[src/rtl/mem_pkg.sv]
// Shared types and constants for the mem_slave memory target and its response FIFO.
package mem_pkg;

    typedef enum logic {
        MEM_RD = 1'b0,
        MEM_WR = 1'b1
    } mem_op_e;

    localparam int unsigned MEM_MAX_DW         = 64;
    localparam int unsigned MEM_RSP_FIFO_DEPTH = 2;
    localparam int unsigned MEM_CNT_W          = $clog2(MEM_RSP_FIFO_DEPTH + 1);

    // Data is carried at full width; each instance slices it down to its own DW.
    typedef struct packed {
        logic                  err;
        logic [MEM_MAX_DW-1:0] data;
    } mem_rsp_t;

endpackage

[src/rtl/mem_rsp_fifo.sv]
// Two-entry in-order response FIFO holding {err, data} read responses.
module mem_rsp_fifo
    import mem_pkg::*;
(
    input  logic                 clk,
    input  logic                 rst_n,
    input  logic                 push_i,
    input  mem_rsp_t             push_data_i,
    input  logic                 pop_i,
    output mem_rsp_t             head_o,
    output logic [MEM_CNT_W-1:0] count_o,
    output logic                 full_o,
    output logic                 empty_o
);

    mem_rsp_t             entry_q [MEM_RSP_FIFO_DEPTH];
    logic                 wr_ptr_q, wr_ptr_d;
    logic                 rd_ptr_q, rd_ptr_d;
    logic [MEM_CNT_W-1:0] count_q, count_d;
    logic                 do_push, do_pop;

    assign full_o  = (count_q == MEM_CNT_W'(MEM_RSP_FIFO_DEPTH));
    assign empty_o = (count_q == '0);
    assign count_o = count_q;
    assign head_o  = entry_q[rd_ptr_q];

    assign do_push = push_i && !full_o;
    assign do_pop  = pop_i && !empty_o;

    // One-bit pointers wrap naturally for the two entries.
    always_comb begin
        wr_ptr_d = wr_ptr_q;
        rd_ptr_d = rd_ptr_q;
        count_d  = count_q;
        if (do_push) begin
            wr_ptr_d = ~wr_ptr_q;
        end
        if (do_pop) begin
            rd_ptr_d = ~rd_ptr_q;
        end
        case ({do_push, do_pop})
            2'b10:   count_d = count_q + MEM_CNT_W'(1);
            2'b01:   count_d = count_q - MEM_CNT_W'(1);
            default: count_d = count_q;
        endcase
    end

    always_ff @(posedge clk or negedge rst_n) begin
        if (!rst_n) begin
            wr_ptr_q <= 1'b0;
            rd_ptr_q <= 1'b0;
            count_q  <= '0;
            for (int i = 0; i < int'(MEM_RSP_FIFO_DEPTH); i++) begin
                entry_q[i] <= '0;
            end
        end else begin
            wr_ptr_q <= wr_ptr_d;
            rd_ptr_q <= rd_ptr_d;
            count_q  <= count_d;
            if (do_push) begin
                entry_q[wr_ptr_q] <= push_data_i;
            end
        end
    end

endmodule

[src/rtl/mem_slave.sv]
// Parametrised single-port memory target with valid/ready request and response channels.
// Optional per-word even parity is enabled by defining MEM_PARITY_EN.
module mem_slave
    import mem_pkg::*;
#(
    parameter int unsigned AW    = 2,
    parameter int unsigned DW    = 8,
    parameter int unsigned DEPTH = 4
) (
    input  logic          clk,
    input  logic          rst_n,
    input  logic          req_valid,
    output logic          req_ready,
    input  logic          req_write,
    input  logic [AW-1:0] req_addr,
    input  logic [DW-1:0] req_wdata,
    output logic          rsp_valid,
    input  logic          rsp_ready,
    output logic [DW-1:0] rsp_rdata,
    output logic          rsp_err
);

    localparam int unsigned IdxW = (DEPTH > 1) ? $clog2(DEPTH) : 1;

    logic [DW-1:0]        mem_q [DEPTH];
    mem_op_e              op;
    logic                 accept;
    logic                 in_range;
    logic                 wr_en;
    logic                 rd_push;
    logic [IdxW-1:0]      idx;
    logic [DW-1:0]        rd_data;
    logic                 rd_err;
    mem_rsp_t             push_rsp;
    mem_rsp_t             head_rsp;
    logic                 fifo_full;
    logic                 fifo_empty;
    logic [MEM_CNT_W-1:0] fifo_count;

    assign op       = mem_op_e'(req_write);
    assign in_range = (32'(req_addr) < DEPTH);
    assign idx      = IdxW'(req_addr);

    // Readiness depends only on FIFO occupancy, never on rsp_ready.
    assign req_ready = !fifo_full;
    assign accept    = req_valid && req_ready;
    assign wr_en     = accept && (op == MEM_WR) && in_range;
    assign rd_push   = accept && (op == MEM_RD);

    always_ff @(posedge clk or negedge rst_n) begin
        if (!rst_n) begin
            for (int i = 0; i < int'(DEPTH); i++) begin
                mem_q[i] <= '0;
            end
        end else if (wr_en) begin
            for (int i = 0; i < int'(DEPTH); i++) begin
                if (idx == IdxW'(i)) begin
                    mem_q[i] <= req_wdata;
                end
            end
        end
    end

`ifdef MEM_PARITY_EN
    logic             par_q [DEPTH];
    // Held at zero in silicon; a bench forces bits to corrupt stored parity.
    logic [DEPTH-1:0] parity_flip;
    assign parity_flip = '0;

    always_ff @(posedge clk or negedge rst_n) begin
        if (!rst_n) begin
            for (int i = 0; i < int'(DEPTH); i++) begin
                par_q[i] <= 1'b0;
            end
        end else if (wr_en) begin
            for (int i = 0; i < int'(DEPTH); i++) begin
                if (idx == IdxW'(i)) begin
                    par_q[i] <= ^req_wdata;
                end
            end
        end
    end
`endif

    always_comb begin
        rd_data = '0;
        rd_err  = 1'b1;
        if (in_range) begin
            rd_data = mem_q[idx];
            rd_err  = 1'b0;
`ifdef MEM_PARITY_EN
            rd_err  = ((^mem_q[idx]) != (par_q[idx] ^ parity_flip[idx]));
`endif
        end
    end

    always_comb begin
        push_rsp      = '0;
        push_rsp.err  = rd_err;
        push_rsp.data = MEM_MAX_DW'(rd_data);
    end

    mem_rsp_fifo u_rsp_fifo (
        .clk         (clk),
        .rst_n       (rst_n),
        .push_i      (rd_push),
        .push_data_i (push_rsp),
        .pop_i       (rsp_ready),
        .head_o      (head_rsp),
        .count_o     (fifo_count),
        .full_o      (fifo_full),
        .empty_o     (fifo_empty)
    );

    assign rsp_valid = !fifo_empty;
    assign rsp_rdata = DW'(head_rsp.data);
    assign rsp_err   = head_rsp.err;

    a_count_bounded : assert property (@(posedge clk) disable iff (!rst_n)
        (fifo_count <= MEM_CNT_W'(MEM_RSP_FIFO_DEPTH)) && (fifo_empty == (fifo_count == '0)));

endmodule
[config.mk]
export PLATFORM = sky130hd
export DESIGN_NAME = mem_slave
export DESIGN_NICKNAME = d
export VERILOG_FILES = /design/src/rtl/mem_pkg.sv /design/src/rtl/mem_rsp_fifo.sv /design/src/rtl/mem_slave.sv
export SDC_FILE = /design/constraint.sdc
export NUM_CORES = 1
export LEC_CHECK = 0
export ABC_AREA = 1
export BUFFER_PORTS_ARGS = -buffer_cell sky130_fd_sc_hd__buf_2
export CORE_UTILIZATION = 38
export CTS_BUF_LIST = sky130_fd_sc_hd__clkbuf_4 sky130_fd_sc_hd__clkbuf_8
export CTS_CLUSTER_DIAMETER = 80
export CTS_CLUSTER_SIZE = 25
export DETAILED_ROUTE_END_ITERATION = 8
export GPL_ROUTABILITY_DRIVEN = 0
export PLACE_DENSITY = 0.56
export SLEW_MARGIN = 20
export SYNTH_ARGS = -nofsm -noshare
export SYNTH_HDL_FRONTEND = slang
export SYNTH_HIERARCHICAL = 1
export SYNTH_SLANG_ARGS = --single-unit
export TNS_END_PERCENT = 1
[constraint.sdc]
create_clock -name clk -period 2.9 [get_ports clk]
set_input_delay 0.29 -clock clk [delete_from_list [all_inputs] [get_ports clk]]
set_output_delay 0.29 -clock clk [all_outputs]
set_load 0.05 [all_outputs]
==> impl_metrics.xml, run 1 <==
<?xml version="1.0" encoding="UTF-8"?>
<metrics>
  <group name="global_routing">
    <metric name="first_pass_grt_wire_length" unit="mm">9.72</metric>
    <metric name="grt_max_degree" unit="">29</metric>
    <metric name="vias_in_the_first_global_route" unit="">1842</metric>
    <metric name="global_route.overflow_total" unit="">0</metric>
    <metric name="grt_antenna_before_repair" unit="">0</metric>
    <metric name="track_usage" unit="%">16.4</metric>
  </group>
  <group name="timing">
    <metric name="post-route-period-util" unit="%">68.6</metric>
    <metric name="finClkSkew" unit="ns">0.00579</metric>
    <metric name="setup-tns-final" unit="ns">0</metric>
    <metric name="finalSetupViolations" unit="">0</metric>
    <metric name="final-hold-violation-count" unit="">0</metric>
    <metric name="tightest_slew" unit="ns">0.545</metric>
    <metric name="max_clock_freq" unit="GHz">0.503</metric>
    <metric name="grt_setup_unrepaired" unit="">false</metric>
    <metric name="worst_slew_margin_rel" unit="%">63.6</metric>
    <metric name="timing_max_transition_violations_final" unit="">0</metric>
    <metric name="min_period" unit="ns">1.99</metric>
  </group>
  <group name="detailed_routing">
    <metric name="routed-wl-met3" unit="um">254</metric>
    <metric name="remaining_drc_errors" unit="">0</metric>
    <metric name="detailroute.wirelength.met2" unit="mm">2.54</metric>
    <metric name="ant_nets" unit="">0</metric>
    <metric name="drt_pre_antenna_iters" unit="">4</metric>
    <metric name="routed-via-count" unit="">2160</metric>
    <metric name="detailed_route_wire_length_per_cell" unit="um">12.6</metric>
    <metric name="drt_first_iter_violations" unit="">163</metric>
    <metric name="topRoutingLayerUsed" unit="">met4</metric>
    <metric name="wirelength" unit="mm">5.93</metric>
    <metric name="via_per_inst" unit="">4.59</metric>
    <metric name="met1_length" unit="mm">3.12</metric>
  </group>
  <group name="clock_tree">
    <metric name="clock_latency" unit="ns">0.30</metric>
    <metric name="post_cts.resized_instances" unit="">0</metric>
    <metric name="clock_path_buffers" unit="">2</metric>
    <metric name="cts-root-buf" unit="">sky130_fd_sc_hd__clkbuf_8</metric>
    <metric name="cts.sinks" unit="">54</metric>
    <metric name="clk_pin_slew" unit="ns">0.10</metric>
    <metric name="clock_tree_from_tritoncts" unit="">built</metric>
    <metric name="cts_inserted_buffers" unit="">5</metric>
    <metric name="htree_levels" unit="">2</metric>
  </group>
  <group name="power">
    <metric name="power.total" unit="uW">3010</metric>
    <metric name="power.clock.fraction" unit="%">14.7</metric>
    <metric name="p_switching" unit="uW">1350</metric>
    <metric name="power_frac_comb" unit="%">41.7</metric>
    <metric name="ir_drop" unit="mV">0.329</metric>
    <metric name="switching_share" unit="%">45.0</metric>
    <metric name="internal-power" unit="uW">1660</metric>
    <metric name="cellLeakagePower" unit="uW">0.00161</metric>
    <metric name="share_seq_of_total_power" unit="%">43.6</metric>
    <metric name="power_per_cell_area" unit="mW/mm^2">998</metric>
  </group>
  <group name="run">
    <metric name="timing.max_cap.violations" unit="">0</metric>
  </group>
  <group name="finish">
    <metric name="antenna_cells_inserted" unit="">0</metric>
    <metric name="layout_commonest_cell" unit="">sky130_fd_sc_hd__nand2_1</metric>
    <metric name="area_growth" unit="%">7.21</metric>
    <metric name="drive_gt1_share" unit="%">13.3</metric>
    <metric name="final_area" unit="sq mm">0.00301</metric>
    <metric name="nNetsFinal" unit="">390</metric>
    <metric name="most-common-layout-cells" unit="">180 x sky130_fd_sc_hd__nand2_1, 54 x sky130_fd_sc_hd__dfrtp_1, 28 x sky130_fd_sc_hd__inv_1, 27 x sky130_fd_sc_hd__nand4_1, 25 x sky130_fd_sc_hd__buf_2</metric>
  </group>
  <group name="worst_setup_path">
    <metric name="crit_slowest_cell" unit="">sky130_fd_sc_hd__dfrtp_1</metric>
    <metric name="top_cell_family_by_delay_on_the_critical_path" unit="">simple AND/OR/NAND/NOR gates</metric>
    <metric name="worst-r2r-setup-slack" unit="ns">0.91</metric>
    <metric name="cp.required" unit="ns">3.10</metric>
    <metric name="end_kind" unit="">register</metric>
    <metric name="path_cells" unit="">inv_2, nand2_4, inv_1, nor3_2, buf_4, nand2_1, ha_1, inv_1, nand3_1, nand2_1, nand2_1</metric>
    <metric name="critical_path.max_stage_delay" unit="ns">0.40</metric>
    <metric name="path_class" unit="">reg2reg</metric>
    <metric name="timing.critical_path.arrival" unit="ns">2.19</metric>
    <metric name="worst_setup_sp_type" unit="">register</metric>
    <metric name="crit_buf_inv" unit="">4</metric>
    <metric name="cpMostUsedCell" unit="">sky130_fd_sc_hd__nand2_1</metric>
    <metric name="crit_path_max_fanout" unit="">22</metric>
  </group>
  <group name="floorplanning">
    <metric name="chipWidth" unit="um">88.0</metric>
    <metric name="core_area" unit="sq mm">0.00698</metric>
    <metric name="initial_core_util" unit="%">40.3</metric>
    <metric name="die_height" unit="um">88.0</metric>
    <metric name="die_area" unit="sq mm">0.00775</metric>
    <metric name="design.portCount" unit="">26</metric>
    <metric name="std_cell_rows" unit="">30</metric>
  </group>
  <group name="run_status">
    <metric name="result_of_the_run" unit="">finished, final reports clean</metric>
  </group>
  <group name="yosys">
    <metric name="synthesis.area" unit="sq mm">0.00281</metric>
    <metric name="synth.yosys.warnings" unit="">6</metric>
    <metric name="postSynthCellCount" unit="">373</metric>
    <metric name="syn_area_per_cell" unit="sq um">7.54</metric>
  </group>
  <group name="placed_design">
    <metric name="placement.cell_area" unit="sq mm">0.00291</metric>
    <metric name="placement.io_buffers" unit="">25</metric>
    <metric name="dp_hpwl" unit="mm">4.27</metric>
  </group>
  <group name="hold_path">
    <metric name="hp-class" unit="">in2reg</metric>
  </group>
</metrics>
area by class of cell:
cell class	instances	area (sq um)
Fill cell	746	3970
Sequential cell	54	1350
Multi-Input combinational cell	252	1170
Timing Repair Buffer	29	158
Inverter	32	120
Tap cell	96	120
Clock buffer	6	82.6
Clock inverter	2	12.5
worst paths after layout:
kind | start | endpoint | depth (start not counted)
setup / recovery | u_rsp_fifo/count_o[0] | u_rsp_fifo/count_o[1] | 11
hold / removal | rsp_ready | u_rsp_fifo/rd_ptr_q | 3
setup reg to reg | u_rsp_fifo/count_o[0] | u_rsp_fifo/count_o[1] | 11
hold reg to reg | u_rsp_fifo/entry_q[66] | u_rsp_fifo/entry_q[66] | 2
max in group asynchronous | rst_n | mem_q[26] | 3
min in group asynchronous | rst_n | u_rsp_fifo/rd_ptr_q | 2
repair_timing:
action / CTS / global route
setup buffers: 0 / 0
endpoints found under the hold margin: 1 / 0
hold buffers: 1 / 0
power groups by stage:
stage | clock network, uW | logic, uW | registers [uW]
2_1_floorplan | 0 | 1150 | 1240
3_3_place_gp | 0 | 1240 | 1310
3_5_place_dp | 0 | 1260 | 1330
4_1_cts | 459 | 1270 | 1310
5_1_grt | 488 | 1410 | 1350
6_report | 444 | 1250 | 1310
metrics by stage:
step | utilization [%] | setup slack [ns] | hold WS (ns) | cells
floorplan | - | 1.01 | -0.00559 | 374
global placement | 41.7 | 1.01 | 0.0801 | 462
detailed placement | 41.7 | 0.903 | 0.0809 | 462
CTS | 43.2 | 0.895 | 0.222 | 471
global route | 43.2 | 0.727 | 0.230 | 471
finish | 43.2 | 0.910 | 0.233 | 471
state kept, by name, summed over array words and instances (netlist names):
name and count:
mem_q 32, u_rsp_fifo/entry_q 18, u_rsp_fifo/count_o 2, u_rsp_fifo/rd_ptr_q 1, u_rsp_fifo/wr_ptr_q 1
layer usage:
metal	up-vias	GRT usage (%)
li1	1145	-
met1	972	25.8
met2	41	23.7
met3	2	2.92
met4	0	3.08
met5	-	0
worst reg2reg max path: stages (launching register included):
cell,delay (ns)
sky130_fd_sc_hd__dfrtp_1,0.40
sky130_fd_sc_hd__inv_2,0.07
sky130_fd_sc_hd__nand2_4,0.18
sky130_fd_sc_hd__inv_1,0.11
sky130_fd_sc_hd__nor3_2,0.17
sky130_fd_sc_hd__buf_4,0.24
sky130_fd_sc_hd__nand2_1,0.11
sky130_fd_sc_hd__ha_1,0.34
sky130_fd_sc_hd__inv_1,0.09
sky130_fd_sc_hd__nand3_1,0.07
sky130_fd_sc_hd__nand2_1,0.06
sky130_fd_sc_hd__nand2_1,0.05
Power figures use the tool's default switching activity.
==> inputs of run 2 (changes only) <==
- ABC_AREA: 1 -> 0
- PLACE_DENSITY: 0.56 -> 0.58
- clock period: 2.9 -> 1.6 ns (I/O delays scaled with it)
==> impl_metrics.xml, run 2 <==
<?xml version="1.0" encoding="UTF-8"?>
<metrics>
  <group name="worst_setup_path">
    <metric name="worst_setup_sp_type" unit="">register</metric>
    <metric name="startpoint" unit="">u_rsp_fifo/count_o[0]</metric>
    <metric name="end_kind" unit="">register</metric>
    <metric name="worst-r2r-setup-slack" unit="ns">-0.07</metric>
    <metric name="timing.rr.end" unit="">mem_q[11]</metric>
    <metric name="timing.critical_path.arrival" unit="ns">1.86</metric>
    <metric name="path_class" unit="">reg2reg</metric>
    <metric name="crit_slowest_cell" unit="">sky130_fd_sc_hd__or3b_4</metric>
    <metric name="path_cells" unit="">nand2b_4, inv_4, nand3b_4, or3b_4, buf_6, mux2_4</metric>
    <metric name="cp.required" unit="ns">1.79</metric>
    <metric name="reg_to_reg_startpoint" unit="">u_rsp_fifo/count_o[0]</metric>
    <metric name="rr_worst_depth" unit="">6</metric>
    <metric name="crit_path_max_fanout" unit="">4</metric>
    <metric name="critical_path.max_stage_delay" unit="ns">0.39</metric>
  </group>
  <group name="placed_design">
    <metric name="placement.io_buffers" unit="">25</metric>
    <metric name="place_inst" unit="">268</metric>
    <metric name="placement.cell_area" unit="sq mm">0.00285</metric>
    <metric name="dp_hpwl" unit="mm">3.36</metric>
  </group>
  <group name="clock_tree">
    <metric name="cts_inserted_buffers" unit="">5</metric>
    <metric name="clk_pin_slew" unit="ns">0.09</metric>
    <metric name="cts-root-buf" unit="">sky130_fd_sc_hd__clkbuf_8</metric>
    <metric name="clock_path_buffers" unit="">2</metric>
    <metric name="clock_tree_from_tritoncts" unit="">built</metric>
    <metric name="clock_latency" unit="ns">0.30</metric>
    <metric name="htree_levels" unit="">2</metric>
    <metric name="cts.sinks" unit="">54</metric>
  </group>
  <group name="timing">
    <metric name="post-route-period-util" unit="%">104</metric>
    <metric name="finClkSkew" unit="ns">0.00714</metric>
    <metric name="max_clock_freq" unit="GHz">0.600</metric>
    <metric name="timing_max_transition_violations_final" unit="">0</metric>
    <metric name="final-hold-violation-count" unit="">0</metric>
    <metric name="setup_ws" unit="ns">-0.0655</metric>
    <metric name="finalSetupViolations" unit="">35</metric>
    <metric name="min_period" unit="ns">1.67</metric>
    <metric name="grt_setup_unrepaired" unit="">true</metric>
  </group>
  <group name="yosys">
    <metric name="synthesis.area" unit="sq mm">0.00256</metric>
    <metric name="synth.yosys.warnings" unit="">6</metric>
    <metric name="postSynthCellCount" unit="">158</metric>
    <metric name="syn_area_per_cell" unit="sq um">16.2</metric>
  </group>
  <group name="global_routing">
    <metric name="first_pass_grt_wire_length" unit="mm">7.92</metric>
    <metric name="grt_antenna_before_repair" unit="">0</metric>
    <metric name="vias_in_the_first_global_route" unit="">1543</metric>
    <metric name="grt_max_degree" unit="">37</metric>
    <metric name="global_route.overflow_total" unit="">0</metric>
    <metric name="track_usage" unit="%">14.6</metric>
  </group>
  <group name="power">
    <metric name="cellLeakagePower" unit="uW">0.00141</metric>
    <metric name="ir_drop" unit="mV">0.547</metric>
    <metric name="power_per_cell_area" unit="mW/mm^2">2000</metric>
  </group>
  <group name="floorplanning">
    <metric name="initial_core_util" unit="%">39.8</metric>
    <metric name="die_area" unit="sq mm">0.00706</metric>
    <metric name="chipWidth" unit="um">84.0</metric>
    <metric name="core_area" unit="sq mm">0.00642</metric>
    <metric name="std_cell_rows" unit="">29</metric>
    <metric name="die_height" unit="um">84.0</metric>
    <metric name="design.portCount" unit="">26</metric>
  </group>
  <group name="detailed_routing">
    <metric name="ant_nets" unit="">0</metric>
    <metric name="wirelength" unit="mm">4.61</metric>
    <metric name="remaining_drc_errors" unit="">3</metric>
    <metric name="detailed_route_wire_length_per_cell" unit="um">16.6</metric>
    <metric name="via_per_inst" unit="">5.02</metric>
    <metric name="routed-via-count" unit="">1396</metric>
    <metric name="drt_pre_antenna_iters" unit="">6</metric>
    <metric name="drt_first_iter_violations" unit="">52</metric>
  </group>
  <group name="finish">
    <metric name="number_of_flip_flops_in_the_largest_register" unit="">32</metric>
    <metric name="layout_commonest_cell" unit="">sky130_fd_sc_hd__dfrtp_1</metric>
    <metric name="final_area" unit="sq mm">0.00305</metric>
    <metric name="most-common-layout-cells" unit="">53 x sky130_fd_sc_hd__dfrtp_1, 41 x sky130_fd_sc_hd__mux2_2, 24 x sky130_fd_sc_hd__buf_2, 18 x sky130_fd_sc_hd__mux2_4, 16 x sky130_fd_sc_hd__buf_4</metric>
    <metric name="drive_gt1_share" unit="%">65.2</metric>
    <metric name="final-instance-count-excl-fill" unit="">278</metric>
    <metric name="area_growth" unit="%">19.5</metric>
    <metric name="nNetsFinal" unit="">217</metric>
    <metric name="antenna_cells_inserted" unit="">0</metric>
    <metric name="regMostFlops" unit="">mem_q</metric>
    <metric name="final.fill_count" unit="">571</metric>
  </group>
  <group name="run_status">
    <metric name="result_of_the_run" unit="">finished with violations</metric>
    <metric name="failed_checks" unit="">design-rule violations, negative setup slack</metric>
  </group>
  <group name="hold_path">
    <metric name="whs_endpoint" unit="">mem_q[10]</metric>
    <metric name="hp-class" unit="">in2reg</metric>
    <metric name="min-delay-start" unit="">req_wdata[2]</metric>
    <metric name="worstHoldPathCells" unit="">2</metric>
  </group>
  <group name="run">
    <metric name="timing.max_cap.violations" unit="">0</metric>
  </group>
</metrics>
[run 2: cell types whose count changed in the layout (fill, tap and decap cells not counted), sizes merged, moves of 3 or more]
cell	change
mux4	+8
mux2	+59
buf	+19
nor2	-5
nand4	-26
nand2	-181
inv	-28
o21bai	-16
nand3	-15
nor2b	+3
[run 2: layout make-up]
class                   instances  area, sq um  area share [%]
flip-flops and latches         54         1350            44.3
multi-input cells              89         1130            37.1
repair buffers                 48          347            11.3
well taps                      77         96.3            3.15
clock buffers                   6         82.6            2.70
clock inverters                 1         30.0           0.983
inverters                       3         13.8           0.451
[run 2: metal layers]
metal / vias up / wire length, um / track usage, % / part of all wire (%)
li1: 641 / - / - / -
met1: 723 / 2100 / 19.3 / 46
met2: 24 / 2290 / 23.9 / 50
met3: 8 / 164 / 3.96 / 3.6
met4: 0 / 57 / 3.76 / 1.2
met5: - / 0 / 0 / 0
[run 2: worst max-delay path by stage]
stage	endpoint	slack [ns]	cells past startpoint
after detailed placement	u_rsp_fifo/entry_q[129]	-0.11	7
after floorplan	u_rsp_fifo/entry_q[66]	-0.11	8
after global placement	u_rsp_fifo/entry_q[129]	-0.07	7
after global routing	u_rsp_fifo/entry_q[129]	-0.15	7
after CTS	u_rsp_fifo/entry_q[129]	-0.12	7
final	mem_q[11]	-0.07	6
[run 2: critical path: cells and delay by family, from the launching register on]
kind | cells | cell delay (ns)
simple gates | 3 | 0.69
flops | 1 | 0.38
mux | 1 | 0.29
buf+inv | 2 | 0.20
[run 2: timing repair]
action | in CTS | in global routing
cloned | 0 | 1
setup buffers | 0 | 1
pin swaps | 0 | 1
gates resized for setup | 6 | 14
endpoints found under the setup margin | 49 | 61
hold buffers | 1 | 0
hold endpoints to repair | 18 | 0
[run 2: per-stage QoR]
stage	setup TNS, ns	hold slack, ns	setup slack, ns	util, %	total power (uW)
floorplan	-1.88	-0.136	-0.109	-	4500
global placement	-0.870	0.125	-0.0709	44.4	5010
detailed placement	-1.84	0.131	-0.107	44.4	5120
CTS	-2.49	0.119	-0.120	46.6	6080
global route	-4.49	0.114	-0.149	47.6	6490
finish	-1.27	0.131	-0.0655	47.6	6100
[run 2: where the power goes]
part           switching [uW]  internal [uW]
sequential                399           2030
clock                     413            501
combinational            1350           1410
==> inputs of run 3 (changes only) <==
- CTS_CLUSTER_DIAMETER: 80 -> 40
- PLACE_DENSITY: 0.58 -> 0.56
- clock period: 1.6 -> 2.03 ns (I/O delays scaled with it)
==> impl_metrics.xml, run 3 (synthesis gave the netlist of run 2 again) <==
<?xml version="1.0" encoding="UTF-8"?>
<metrics>
  <group name="timing">
    <metric name="post-route-period-util" unit="%">92.6</metric>
    <metric name="worst_slew_margin_rel" unit="%">61.5</metric>
    <metric name="finalSetupViolations" unit="">0</metric>
    <metric name="final-hold-violation-count" unit="">0</metric>
    <metric name="holdWs" unit="ns">0.165</metric>
    <metric name="timing_max_transition_violations_final" unit="">0</metric>
    <metric name="tightest_slew" unit="ns">0.577</metric>
    <metric name="max_clock_freq" unit="GHz">0.532</metric>
    <metric name="min_period" unit="ns">1.88</metric>
    <metric name="grt_setup_unrepaired" unit="">false</metric>
    <metric name="setup-tns-final" unit="ns">0</metric>
    <metric name="finClkSkew" unit="ns">0.00262</metric>
  </group>
  <group name="placed_design">
    <metric name="dp_hpwl" unit="mm">3.17</metric>
    <metric name="place_inst" unit="">254</metric>
    <metric name="placement.io_buffers" unit="">25</metric>
  </group>
  <group name="detailed_routing">
    <metric name="drt_pre_antenna_iters" unit="">5</metric>
    <metric name="drt_first_iter_violations" unit="">32</metric>
    <metric name="detailed_route_wire_length_per_cell" unit="um">16.8</metric>
    <metric name="routed-via-count" unit="">1300</metric>
    <metric name="wirelength" unit="mm">4.43</metric>
    <metric name="via_per_inst" unit="">4.94</metric>
    <metric name="remaining_drc_errors" unit="">6</metric>
    <metric name="ant_nets" unit="">0</metric>
  </group>
  <group name="finish">
    <metric name="area_growth" unit="%">11.4</metric>
    <metric name="post_route_utilization" unit="%">44.3</metric>
    <metric name="regMostFlops" unit="">mem_q</metric>
    <metric name="multiInputGateArea" unit="sq mm">0.00109</metric>
    <metric name="most-common-layout-cells" unit="">54 x sky130_fd_sc_hd__dfrtp_1, 43 x sky130_fd_sc_hd__mux2_2, 25 x sky130_fd_sc_hd__buf_2, 16 x sky130_fd_sc_hd__mux2_4, 8 x sky130_fd_sc_hd__mux4_2</metric>
    <metric name="antenna_cells_inserted" unit="">0</metric>
    <metric name="nNetsFinal" unit="">201</metric>
    <metric name="final.fill_count" unit="">564</metric>
    <metric name="regArea" unit="sq mm">0.00135</metric>
    <metric name="layout_commonest_cell" unit="">sky130_fd_sc_hd__dfrtp_1</metric>
    <metric name="number_of_flip_flops_in_the_largest_register" unit="">32</metric>
    <metric name="drive_gt1_share" unit="%">60.8</metric>
    <metric name="final-instance-count-excl-fill" unit="">263</metric>
  </group>
  <group name="power">
    <metric name="internal-power" unit="uW">2810</metric>
    <metric name="power_frac_comb" unit="%">43.7</metric>
    <metric name="power.clock.fraction" unit="%">13.5</metric>
    <metric name="p_switching" unit="uW">1670</metric>
    <metric name="share_seq_of_total_power" unit="%">42.7</metric>
    <metric name="power_per_cell_area" unit="mW/mm^2">1570</metric>
    <metric name="cellLeakagePower" unit="uW">0.00129</metric>
    <metric name="switching_share" unit="%">37.2</metric>
    <metric name="ir_drop" unit="mV">0.423</metric>
  </group>
  <group name="worst_setup_path">
    <metric name="end_kind" unit="">register</metric>
    <metric name="path_class" unit="">reg2reg</metric>
    <metric name="crit_path_max_fanout" unit="">9</metric>
    <metric name="timing.critical_path.arrival" unit="ns">2.08</metric>
    <metric name="worst_setup_sp_type" unit="">register</metric>
    <metric name="cp.required" unit="ns">2.23</metric>
  </group>
  <group name="global_routing">
    <metric name="vias_in_the_first_global_route" unit="">1463</metric>
    <metric name="grt_antenna_before_repair" unit="">0</metric>
    <metric name="global_route.overflow_total" unit="">0</metric>
    <metric name="grt_max_degree" unit="">32</metric>
    <metric name="track_usage" unit="%">14.0</metric>
    <metric name="first_pass_grt_wire_length" unit="mm">7.40</metric>
  </group>
  <group name="clock_tree">
    <metric name="clock_path_buffers" unit="">2</metric>
    <metric name="cts-root-buf" unit="">sky130_fd_sc_hd__clkbuf_8</metric>
    <metric name="cts_inserted_buffers" unit="">5</metric>
    <metric name="clock_tree_from_tritoncts" unit="">built</metric>
    <metric name="clk_pin_slew" unit="ns">0.10</metric>
    <metric name="clock_latency" unit="ns">0.31</metric>
    <metric name="htree_levels" unit="">2</metric>
    <metric name="cts.sinks" unit="">54</metric>
  </group>
  <group name="run_status">
    <metric name="result_of_the_run" unit="">finished with violations</metric>
    <metric name="failed_checks" unit="">design-rule violations</metric>
  </group>
  <group name="floorplanning">
    <metric name="chipWidth" unit="um">84.0</metric>
    <metric name="initial_core_util" unit="%">39.8</metric>
    <metric name="std_cell_rows" unit="">29</metric>
    <metric name="die_height" unit="um">84.0</metric>
    <metric name="die_area" unit="sq mm">0.00706</metric>
    <metric name="design.portCount" unit="">26</metric>
    <metric name="core_area" unit="sq mm">0.00642</metric>
  </group>
  <group name="run">
    <metric name="timing.max_cap.violations" unit="">0</metric>
  </group>
  <group name="hold_path">
    <metric name="hp-class" unit="">in2reg</metric>
  </group>
</metrics>
==> run 3: path summary, 6_finish.rpt <==
kind	to	startpoint	cells after the start	slack, ns
worst max register to register	u_rsp_fifo/entry_q[129]	u_rsp_fifo/count_o[0]	7	0.15
worst min register to register	mem_q[23]	mem_q[23]	1	0.51
worst max-delay path	u_rsp_fifo/entry_q[129]	u_rsp_fifo/count_o[0]	7	0.15
min in group asynchronous	u_rsp_fifo/count_o[1]	rst_n	2	0.42
worst min-delay path	mem_q[13]	req_wdata[5]	2	0.16
max in group asynchronous	mem_q[10]	rst_n	3	1.06
==> run 3: critical path, cell delays in order (launching register included) <==
cell	delay, ns
sky130_fd_sc_hd__dfrtp_1	0.42
sky130_fd_sc_hd__nand2b_4	0.16
sky130_fd_sc_hd__inv_2	0.05
sky130_fd_sc_hd__nor2b_1	0.13
sky130_fd_sc_hd__nor2b_1	0.21
sky130_fd_sc_hd__nor3b_2	0.29
sky130_fd_sc_hd__buf_12	0.18
sky130_fd_sc_hd__mux2_2	0.33
==> run 3: final cells by class <==
type	instances	area share [%]
clock buffer	5	2.42
clock inverter	3	0.879
inverter	3	0.395
timing repair buffer	32	7.21
tap	77	3.38
multi-input combinational	89	38.3
sequential	54	47.5
==> run 3: routing by layer <==
layer  vias up  track usage, %  wire, um
met5         -               0         0
met4         0            5.17        57
met3         5            3.56       126
met2        19            23.5      2270
met1       666            17.4      1970
li1        610               -         -
==> run 3: stage by stage <==
stage / total power, uW / worst slack, ns / cell area [sq um]
after floorplan: 3540 / 0.296 / 2560
after global placement: 3840 / 0.164 / 2740
after detailed placement: 3920 / 0.0708 / 2740
after CTS: 4560 / 0.0594 / 2850
after global routing: 4790 / 0.0414 / 2850
final: 4480 / 0.150 / 2850
==> run 3: what timing repair did <==
item	CTS	global route
setup endpoints to repair	0	9
hold buffers	1	0
gates resized for setup	0	1
endpoints found under the hold margin	23	0
setup buffers	0	0
==> run 3: power groups by stage <==
stage	registers (uW)	clock network [uW]	logic [uW]
3_5_place_dp	1950	0	1980
5_1_grt	1990	705	2090
3_3_place_gp	1900	0	1940
6_report	1920	607	1960
4_1_cts	1920	649	1990
2_1_floorplan	1810	0	1740
